`src/rtl/yl3_frame_scheduler.sv`:
```
// Round-robin owner of a YL-3 eight-digit display driver; keeps the driver refreshed from the active slot.
// Optional build macro YL3_SCHED_PRIORITY_EN makes slot 0 a priority owner whenever it holds a valid frame.
module yl3_frame_scheduler #(
    parameter int          NUM_REQ      = 2,
    parameter int          DWELL_FRAMES = 200,
    parameter logic [63:0] BLANK_FRAME  = 64'h2020_2020_2020_2020
) (
    input  logic                   clk,
    input  logic                   rst_n,
    input  logic [NUM_REQ-1:0]     req,
    input  logic [NUM_REQ-1:0]     rel,
    input  logic [64*NUM_REQ-1:0]  frame_in,
    output logic [NUM_REQ-1:0]     ack,
    output logic [1:0]             active_idx,
    output logic                   active_vld,
    output logic                   frame_done,
    output logic                   drv_load,
    output logic [63:0]            drv_data,
    input  logic                   drv_ready
);

    typedef enum logic [1:0] {S_WAIT, S_LOAD, S_BUSY} state_t;

    state_t              state;
    logic [NUM_REQ-1:0]  valid;
    logic [63:0]         slot_data [NUM_REQ];
    logic [15:0]         dwell;
    logic [NUM_REQ-1:0]  cap;

    logic                act_valid;
    logic                nxt_found;
    logic [1:0]          nxt_idx;
    logic                sel_vld;
    logic [1:0]          sel_idx;
    logic                dwell_clr;
    logic [63:0]         sel_data;
    logic [15:0]         dwell_next;

    function automatic logic [15:0] sat_inc16(input logic [15:0] v);
        return (v == 16'hFFFF) ? v : v + 16'd1;
    endfunction

    // A held req recaptures only while ack is low, giving one capture every other cycle.
    assign cap = req & ~ack;

    always_ff @(posedge clk) begin
        if (!rst_n) begin
            ack   <= '0;
            valid <= '0;
        end else begin
            ack   <= cap;
            valid <= cap | (valid & ~rel);
        end
    end

    always_ff @(posedge clk) begin
        for (int j = 0; j < NUM_REQ; j++) begin
            if (cap[j]) slot_data[j] <= frame_in[64*j +: 64];
        end
    end

    always_comb begin
        act_valid = 1'b0;
        for (int j = 0; j < NUM_REQ; j++) begin
            if (active_idx == 2'(j)) act_valid = valid[j];
        end
    end

    // Scan from the farthest candidate down so the nearest valid slot after active_idx wins.
    always_comb begin
        nxt_found = 1'b0;
        nxt_idx   = active_idx;
        for (int k = NUM_REQ - 1; k >= 1; k--) begin
            for (int j = 0; j < NUM_REQ; j++) begin
                if (valid[j] && (2'(j) == 2'((int'(active_idx) + k) % NUM_REQ))) begin
                    nxt_found = 1'b1;
                    nxt_idx   = 2'(j);
                end
            end
        end
    end

    always_comb begin
        sel_idx   = active_idx;
        sel_vld   = 1'b0;
        dwell_clr = 1'b0;
        if (act_valid) begin
            sel_vld = 1'b1;
            if (dwell >= 16'(DWELL_FRAMES)) begin
                dwell_clr = 1'b1;
                if (nxt_found) sel_idx = nxt_idx;
            end
        end else if (nxt_found) begin
            sel_idx   = nxt_idx;
            sel_vld   = 1'b1;
            dwell_clr = 1'b1;
        end
`ifdef YL3_SCHED_PRIORITY_EN
        if (valid[0]) begin
            sel_idx   = 2'd0;
            sel_vld   = 1'b1;
            dwell_clr = 1'b1;
        end
`endif
    end

    always_comb begin
        sel_data = BLANK_FRAME;
        for (int j = 0; j < NUM_REQ; j++) begin
            if (sel_vld && (sel_idx == 2'(j))) sel_data = slot_data[j];
        end
    end

`ifdef YL3_SCHED_PRIORITY_EN
    // While slot 0 owns the display the dwell counter stays pinned at zero.
    assign dwell_next = (active_vld && active_idx == 2'd0) ? 16'd0 : sat_inc16(dwell);
`else
    assign dwell_next = sat_inc16(dwell);
`endif

    always_ff @(posedge clk) begin
        if (!rst_n) begin
            state      <= S_WAIT;
            drv_load   <= 1'b0;
            drv_data   <= BLANK_FRAME;
            active_idx <= 2'd0;
            active_vld <= 1'b0;
            frame_done <= 1'b0;
            dwell      <= 16'd0;
        end else begin
            frame_done <= 1'b0;
            case (state)
                S_WAIT: begin
                    if (drv_ready) begin
                        drv_data   <= sel_data;
                        active_idx <= sel_idx;
                        active_vld <= sel_vld;
                        if (dwell_clr) dwell <= 16'd0;
                        drv_load   <= 1'b1;
                        state      <= S_LOAD;
                    end
                end
                S_LOAD: begin
                    // The driver drops ready only after it has copied and accepted the frame.
                    if (!drv_ready) begin
                        drv_load <= 1'b0;
                        state    <= S_BUSY;
                    end
                end
                S_BUSY: begin
                    if (drv_ready) begin
                        frame_done <= 1'b1;
                        dwell      <= dwell_next;
                        state      <= S_WAIT;
                    end
                end
                default: state <= S_WAIT;
            endcase
        end
    end

endmodule

```
`config.mk`:
```
export PLATFORM = sky130hd
export DESIGN_NAME = yl3_frame_scheduler
export DESIGN_NICKNAME = d
export VERILOG_FILES = /design/src/rtl/yl3_frame_scheduler.sv
export SDC_FILE = /design/constraint.sdc
export NUM_CORES = 1
export LEC_CHECK = 0
export ABC_AREA = 1
export CORE_MARGIN = 3
export CORE_UTILIZATION = 40
export DETAILED_ROUTE_END_ITERATION = 8
export PLACE_DENSITY = 0.66
export SKIP_CTS_REPAIR_TIMING = 1
export SLEW_MARGIN = 30
export SYNTH_ARGS = -nofsm -noshare
export SYNTH_HDL_FRONTEND = slang
export SYNTH_SLANG_ARGS = --single-unit
```
`constraint.sdc`:
```
create_clock -name clk -period 4.85 [get_ports clk]
set_clock_uncertainty 0.1 [all_clocks]
set_input_delay 0.7275 -clock clk [delete_from_list [all_inputs] [get_ports clk]]
set_output_delay 0.7275 -clock clk [all_outputs]
set_load 0.03 [all_outputs]
```
==> results of run 1 <==
registers in the layout, summed over array words and instances (netlist names):
register,flops
valid,2
drv_load,1
state,2
dwell,16
drv_data,64
active_idx,2
slot_data,128
ack,2
active_vld,1
frame_done,1
cell type report:
| type | count | area share |
|---|---|---|
| well taps | 275 | 0.0289 |
| flip-flops and latches | 219 | 0.476 |
| clock inverters | 5 | 0.00526 |
| diodes | 1 | 0.000210 |
| inverters | 92 | 0.0291 |
| repair buffers | 216 | 0.180 |
| clock buffers | 38 | 0.0609 |
| multi-input cells | 545 | 0.219 |
cells in the mapped netlist:
cell        n  share of area
a21oi_1    30          0.017
buf_1       2        0.00084
buf_2      28          0.016
buf_4      12          0.010
buf_6       3         0.0038
clkbuf_1   16         0.0067
dfxtp_1    91           0.20
edfxtp_1  128           0.43
ha_1        2         0.0028
inv_1      89          0.037
inv_2       3         0.0013
nand2_1   121          0.051
nand3_1   134          0.075
nand3_2     2         0.0022
nand3b_1    8         0.0067
nand4_1    66          0.046
nor2_1    153          0.064
nor2_2      2         0.0014
nor3_1      9         0.0051
nor3b_1     3         0.0025
o21a_1      1        0.00084
o21ai_0     3         0.0017
xor2_1     11          0.011
worst max-delay path by stage:
| stage | startpoint | end |
|---|---|---|
| finish | valid[1]$_SDFF_PN0_ | dwell[14]$_SDFFE_PN0P_ |
| global route | valid[1]$_SDFF_PN0_ | dwell[14]$_SDFFE_PN0P_ |
| CTS | valid[1]$_SDFF_PN0_ | dwell[14]$_SDFFE_PN0P_ |
| detailed placement | rst_n | active_idx[0]$_SDFFE_PN0P_ |
| global placement | rst_n | active_idx[0]$_SDFFE_PN0P_ |
| floorplan | req[1] | slot_data[0][100]$_DFFE_PP_ |
power breakdown:
group	switching [mW]	internal, mW	leakage, nW
sequential	0.0491	2.10	1.98
clock	0.706	1.08	0.382
combinational	0.421	0.280	2.29
tightest hold or removal path, stage by stage, from the launching register on:
cell     delay (ps)
dfxtp_1         310
nand2_1          70
a21oi_1          50
kinds of logic after synthesis:
group / Yosys count / synth area share
compound gates: 34 / 0.0194
buf+inv: 153 / 0.0760
flops: 219 / 0.636
fa+ha+maj: 2 / 0.00281
xor+xnor: 11 / 0.0108
simple gates: 498 / 0.255
cells in the final DEF, fill, tap and decap left out, drive strengths merged:
cell type	n
dfxtp	91
xor2	11
nand3b	8
nor2	155
clkdlybuf4s50	205
o21ai	3
nand2	121
nor3b	3
clkinv	5
nand4	66
diode	1
nand3	136
nor3	9
o21a	1
ha	2
clkbuf	38
a21oi	30
inv	91
edfxtp	128
bufinv	1
buf	11
per-layer routing:
layer,GRT usage,up-vias,wire (um),share of wire
li1,-,3449,-,-
met1,0.242,3183,9660,0.42
met2,0.305,202,11100,0.49
met3,0.0423,33,1470,0.064
met4,0.0475,0,540,0.024
met5,0,-,0,0
==> impl_metrics.ini, run 1 <==
[floorplanning]
row_count = 53
die_area_um2 = 24100
pin_count = 206
die_x_um = 155
core_area_um2 = 21400
dieHeight_um = 155
initial_core_util = 0.416

[synth]
synth_cell_type_count = 23
syn_nets = 1054
syn_area_um2 = 8910
netlist_instances = 917
synth_seq_area_share = 0.636
avgSynthCellArea_um2 = 9.71
yosysWarnings = 0
ys_ff_latch = 219

[timing]
timing.hold.ws_ps = 377
slew_headroom = 0.428
max_freq_ghz = 0.381
setup_viol = 0
worst_slack_ps = 2220
slew_violations = 0
period_needed_ps = 2630
setup_tns_ps = 0
final-hold-violation-count = 0
rsz0062_at_grt = no
finalCritPeriodShare = 0.542
tightest_slew_ps = 858

[final_layout]
syn_to_final_growth_pct = 33.5
final_area_um2 = 11900
instances_no_fill = 1391
drive_above_1_share = 0.0520
multi_input_area_um2 = 2600
fin_util = 0.555
seqCellArea_um2 = 5670
nNetsFinal = 1235
fillers = 1904

[critical_path]
reg2reg_depth = 8
rr_startpoint = valid[1]$_SDFF_PN0_
crit_arrival_ps = 2960
rr_endpoint = dwell[14]$_SDFFE_PN0P_
crit_chain = inv_1, nor2_1, a21oi_1, nand2_4, a21oi_1, nor2_2, nand3_1, a21oi_1
crit_type = flip-flop to flip-flop
cp_slowest_cell = nand2_4
cp-end-kind = flip-flop
cp_slowest_stage_delay_ps = 600
worstPathRequired_ps = 5180
crit_family = simple AND/OR/NAND/NOR gates
startpoint_type = flip-flop
r2r_setup_slack_ps = 2220
path_max_fanout = 73
cp_common_cell = a21oi_1
critPathBufInv = 1
cp.depth = 8

[status]
outcome = finished, final reports clean

[clock_network]
cts-root-buf = clkbuf_16
clk_path_buf_depth = 3
h-tree-depth = 1
clk_latency_ps = 520
cts_tree = yes
cts_buffers = 24
path_clk_slew_ps = 60
clock-sinks = 219

[hold_path]
min-delay-start = drv_load$_SDFFE_PN0P_
whs_endpoint = drv_load$_SDFFE_PN0P_
hold_depth = 2
min_path_type = flip-flop to flip-flop

[power]
vdd_ir_drop_max_v = 0.000272
leakage_nw = 4.66
total_power_mw = 4.63
p_per_area_nw_per_um2 = 389

[global_route]
grt_max_degree = 80
antenna_found_initial = 0
grtUsageTotal = 0.183
grt_pass1_wl_mm = 35.9
grt_pass1_vias = 6632
gr-total-overflow = 0

[job]
cap_violations = 0

[placed_design]
hpwl_mm = 14.3
place_inst = 1346
dpl_cell_area_um2 = 11100
place_ws_ps = 1880
gp_congestion = 0.822
portBuffers = 205

[routing]
vias_per_cell = 4.94
wl_mm = 22.8
ant_nets = 0
dr.pass1.iters = 5
drt_iter0_drc = 415
num_vias = 6867
drc = 0
wl_per_cell_um = 16.4
Note: power is estimated with default switching activity, not from simulation.
==> run 2, diff against run 1 <==
- clock period: 4.85 -> 2.7 ns (I/O delays scaled with it)
==> run 2 against run 1 <==
Compared with the run above: worst hold slack worse by 29 ps; critical endpoint is now active_idx[0]; sequential power up 79%; sequential cell count unchanged; first-iteration DRC count down 12%; largest cell class unchanged; power up 81%; via count up 0.44%; non-clock buffer count up 5; global-route usage down 0.062 points; clock-buffer cell count down 3; sequential share of layout area down 0.39 points; critical path type is now flip-flop to output port.
==> impl_metrics.ini, run 2 (synthesized netlist as in run 1, its figures left out) <==
[status]
outcome = finished, final reports clean

[critical_path]
cp_slowest_cell = clkdlybuf4s50_1
reg2reg_depth = 9
crit_type = flip-flop to output port
startpoint_type = flip-flop
path_max_fanout = 6
worstPathRequired_ps = 2190
cp.depth = 1
r2r_setup_slack_ps = 770
critPathBufInv = 1
rr_startpoint = dwell[0]$_SDFFE_PN0P_
rr_endpoint = dwell[6]$_SDFFE_PN0P_
crit_arrival_ps = 1660
startpoint = active_idx[0]$_SDFFE_PN0P_
crit_family = buffers and inverters
crit_path_end = active_idx[0]
cp-end-kind = output port
cp_slowest_stage_delay_ps = 730
crit_chain = clkdlybuf4s50_1

[routing]
vias_per_cell = 4.94
wl_mm = 22.6
ant_nets = 0
drt_iter0_drc = 364
num_vias = 6897
drc = 0
wl_per_cell_um = 16.2
dr.pass1.iters = 5

[floorplanning]
core_area_um2 = 21400
die_area_um2 = 24100
initial_core_util = 0.416
die_x_um = 155
pin_count = 206
dieHeight_um = 155
row_count = 53

[timing]
final-hold-violation-count = 0
setup_viol = 0
tightest_slew_ps = 625
max_freq_ghz = 0.461
finalCritPeriodShare = 0.803
rsz0062_at_grt = no
slew_violations = 0
slew_headroom = 0.583
setup_tns_ps = 0
period_needed_ps = 2170

[placed_design]
place_inst = 1352
portBuffers = 205
gp_congestion = 0.824
dpl_cell_area_um2 = 11200
hpwl_mm = 14.0

[global_route]
antenna_found_initial = 1
grt_max_degree = 130
grt_pass1_wl_mm = 35.7
grtUsageTotal = 0.182
grtUsageMet1 = 0.244
grt_pass1_vias = 6647
gr-total-overflow = 0
grt_most_used_layer = met2
use_met3 = 0.0384
use_met2 = 0.301

[clock_network]
cts_tree = yes
cts_buffers = 24
cts-root-buf = clkbuf_16
clk_path_buf_depth = 3
path_clk_slew_ps = 60
clk_latency_ps = 510
clock-sinks = 219
h-tree-depth = 1

[power]
combPwrFrac = 0.154
switching_share = 0.252
p_per_area_nw_per_um2 = 698
p_int_mw = 6.26
clockPowerShare = 0.386
leakage_nw = 4.70
seqPwrFrac = 0.460
vdd_ir_drop_max_v = 0.000477
p_sw_mw = 2.11

[final_layout]
nNetsFinal = 1240
reg_top3 = slot_data (128), drv_data (64), dwell (16)
antenna_cells = 0
largest_register_ffs = 128
drive_above_1_share = 0.0571
instances_no_fill = 1396
final_area_um2 = 12000
syn_to_final_growth_pct = 34.6
fillers = 1864
final_cell_mix = clkdlybuf4s50_1, nor2_1, nand3_1, edfxtp_1, nand2_1
largest_register = slot_data
final_common_cell = clkdlybuf4s50_1

[job]
cap_violations = 0

[hold_path]
min_path_type = primary input to flip-flop
-- run 2: area by class of cell --
class | instances | area (um2) | area share
clock buffer | 35 | 693 | 0.0578
clock inverter | 9 | 95.1 | 0.00793
inverter | 92 | 347 | 0.0289
multi-input combinational | 545 | 2600 | 0.217
sequential | 219 | 5670 | 0.472
tap | 275 | 344 | 0.0287
timing repair buffer | 221 | 2250 | 0.187
-- run 2: worst min-delay path by stage --
| stage | start | endpoint | cells after the start |
|---|---|---|---|
| after floorplan | state[1]$_SDFFE_PN0P_ | state[0]$_SDFFE_PN0P_ | 1 |
| after global placement | drv_load$_SDFFE_PN0P_ | drv_load$_SDFFE_PN0P_ | 2 |
| after detailed placement | drv_load$_SDFFE_PN0P_ | drv_load$_SDFFE_PN0P_ | 2 |
| after CTS | frame_in[54] | slot_data[0][54]$_DFFE_PP_ | 1 |
| after global routing | frame_in[119] | slot_data[0][119]$_DFFE_PP_ | 1 |
| final | frame_in[73] | slot_data[0][73]$_DFFE_PP_ | 1 |
-- run 2: metrics by stage --
stage | power [mW] | hold WS [ps] | utilization | worst slack (ps)
after CTS | 8.48 | 321 | 0.560 | 491
after detailed placement | 5.22 | 363 | 0.523 | 534
after global routing | 8.74 | 323 | 0.560 | 468
final | 8.37 | 348 | 0.560 | 532
after global placement | 5.21 | 363 | 0.523 | 580
after floorplan | 4.67 | 351 | - | 26.8
-- run 2: worst register-to-register path, cell delays in order, from the launching register on --
cell and delay [ps]:
dfxtp_1 330, ha_1 240, nand2_1 110, nor2_1 90
nand4_1 130, nand2_1 80, nor2_2 290, buf_4 240
nand3_1 80, a21oi_1 170
-- run 2: power groups by stage --
stage	Sequential [mW]	Clock, mW	Combinational (mW)
floorplan	4.09	0	0.579
global placement	3.92	0	1.29
detailed placement	3.92	0	1.30
CTS	3.85	3.32	1.31
global route	3.87	3.46	1.41
finish	3.85	3.23	1.29
-- run 2: metal layers --
metal  vias to the layer above  wire length, um
li1                       3456                -
met1                      3160             9590
met2                       240            10800
met3                        39             1620
met4                         2              647
met5                         -                9
==> run 3, diff against run 2 <==
- clock period: 2.7 -> 2.2 ns (I/O delays scaled with it)
==> run 3 against run 2 <==
Compared with the run above: clock-buffer cell count unchanged; critical path depth unchanged; worst setup slack worse by 420 ps; sequential share of layout area down 0.63 points; largest cell class unchanged; register-to-register slack worse by 480 ps; largest power group unchanged; critical path type unchanged; routed wire length up 2.2%; combinational power up 26%.
==> impl_metrics.ini, run 3 (synthesized netlist as in run 1, its figures left out) <==
[global_route]
grtUsageTotal = 0.187
antenna_found_initial = 2
grt_pass1_wl_mm = 36.3
gr-total-overflow = 0
grt_pass1_vias = 6656
grt_max_degree = 68

[power]
total_power_mw = 10.5
vdd_ir_drop_max_v = 0.000591
p_per_area_nw_per_um2 = 866
leakage_nw = 4.79

[timing]
tightest_slew_ps = 590
setup_tns_ps = 0
rsz0062_at_grt = no
max_freq_ghz = 0.478
finalCritPeriodShare = 0.950
timing.hold.ws_ps = 272
setup_viol = 0
slew_violations = 0
period_needed_ps = 2090
worst_slack_ps = 109
final-hold-violation-count = 0
slew_headroom = 0.606

[final_layout]
largest_register_ffs = 128
nNetsFinal = 1245
seqCellArea_um2 = 5670
multi_input_area_um2 = 2600
fillers = 1876
reg_top3 = slot_data (128), drv_data (64), dwell (16)
instances_no_fill = 1403
drive_above_1_share = 0.0648
final_cell_mix = clkdlybuf4s50_1, nor2_1, nand3_1, edfxtp_1, nand2_1
largest_register = slot_data
final_area_um2 = 12200
syn_to_final_growth_pct = 36.5
final_common_cell = clkdlybuf4s50_1
fin_util = 0.568

[hold_path]
min_path_type = primary input to flip-flop

[floorplanning]
row_count = 53
die_area_um2 = 24100
die_x_um = 155
core_area_um2 = 21400
pin_count = 206
dieHeight_um = 155
initial_core_util = 0.416

[clock_network]
h-tree-depth = 1
cts-root-buf = clkbuf_16
clk_path_buf_depth = 3
clk_latency_ps = 510
clock-sinks = 219
path_clk_slew_ps = 60
cts_tree = yes
cts_buffers = 24

[routing]
drc = 0
wl_mm = 23.1
ant_nets = 0
drt_iter0_drc = 336
vias_per_cell = 4.94
num_vias = 6930
dr.pass1.iters = 5
wl_per_cell_um = 16.5

[critical_path]
critPathBufInv = 1
startpoint_type = flip-flop
crit_arrival_ps = 1660
cp_slowest_stage_delay_ps = 740
crit_type = flip-flop to output port
path_max_fanout = 6
crit_chain = clkdlybuf4s50_1
cp_slowest_cell = clkdlybuf4s50_1
worstPathRequired_ps = 1770
cp-end-kind = output port
crit_family = buffers and inverters

[placed_design]
place_ws_ps = 145
place_inst = 1357
portBuffers = 205
hpwl_mm = 15.0
dpl_cell_area_um2 = 11300
gp_congestion = 0.910

[job]
cap_violations = 0

[status]
outcome = finished, final reports clean
## run 3: path summary, 6_finish.rpt
check                                           startpoint                         end  slack (ps)  cells past startpoint
worst min register to register       drv_load$_SDFFE_PN0P_       drv_load$_SDFFE_PN0P_         370                      2
worst max-delay path            active_idx[0]$_SDFFE_PN0P_               active_idx[0]         110                      1
worst min-delay path                          frame_in[34]  slot_data[0][34]$_DFFE_PP_         270                      1
worst max register to register  active_idx[0]$_SDFFE_PN0P_   drv_data[45]$_SDFFE_PN1P_         290                      8
## run 3: final cells by class
class | count | share of cell area
sequential | 219 | 0.466
inverter | 92 | 0.0285
tap | 275 | 0.0283
clock buffer | 35 | 0.0595
timing repair buffer | 226 | 0.193
clock inverter | 9 | 0.00967
antenna | 2 | 0.000412
multi-input combinational | 545 | 0.214
## run 3: metal layers
metal | GRT usage | wire length (um) | vias up
li1 | - | - | 3472
met1 | 0.241 | 9680 | 3206
met2 | 0.316 | 11300 | 210
met3 | 0.0392 | 1460 | 42
met4 | 0.0588 | 658 | 0
met5 | 0 | 0 | -
## run 3: power by group
group	switching, mW	total, mW	internal (mW)
clock	1.56	4.18	2.62
combinational	0.946	1.62	0.674
sequential	0.107	4.73	4.62
total	2.62	10.5	7.92
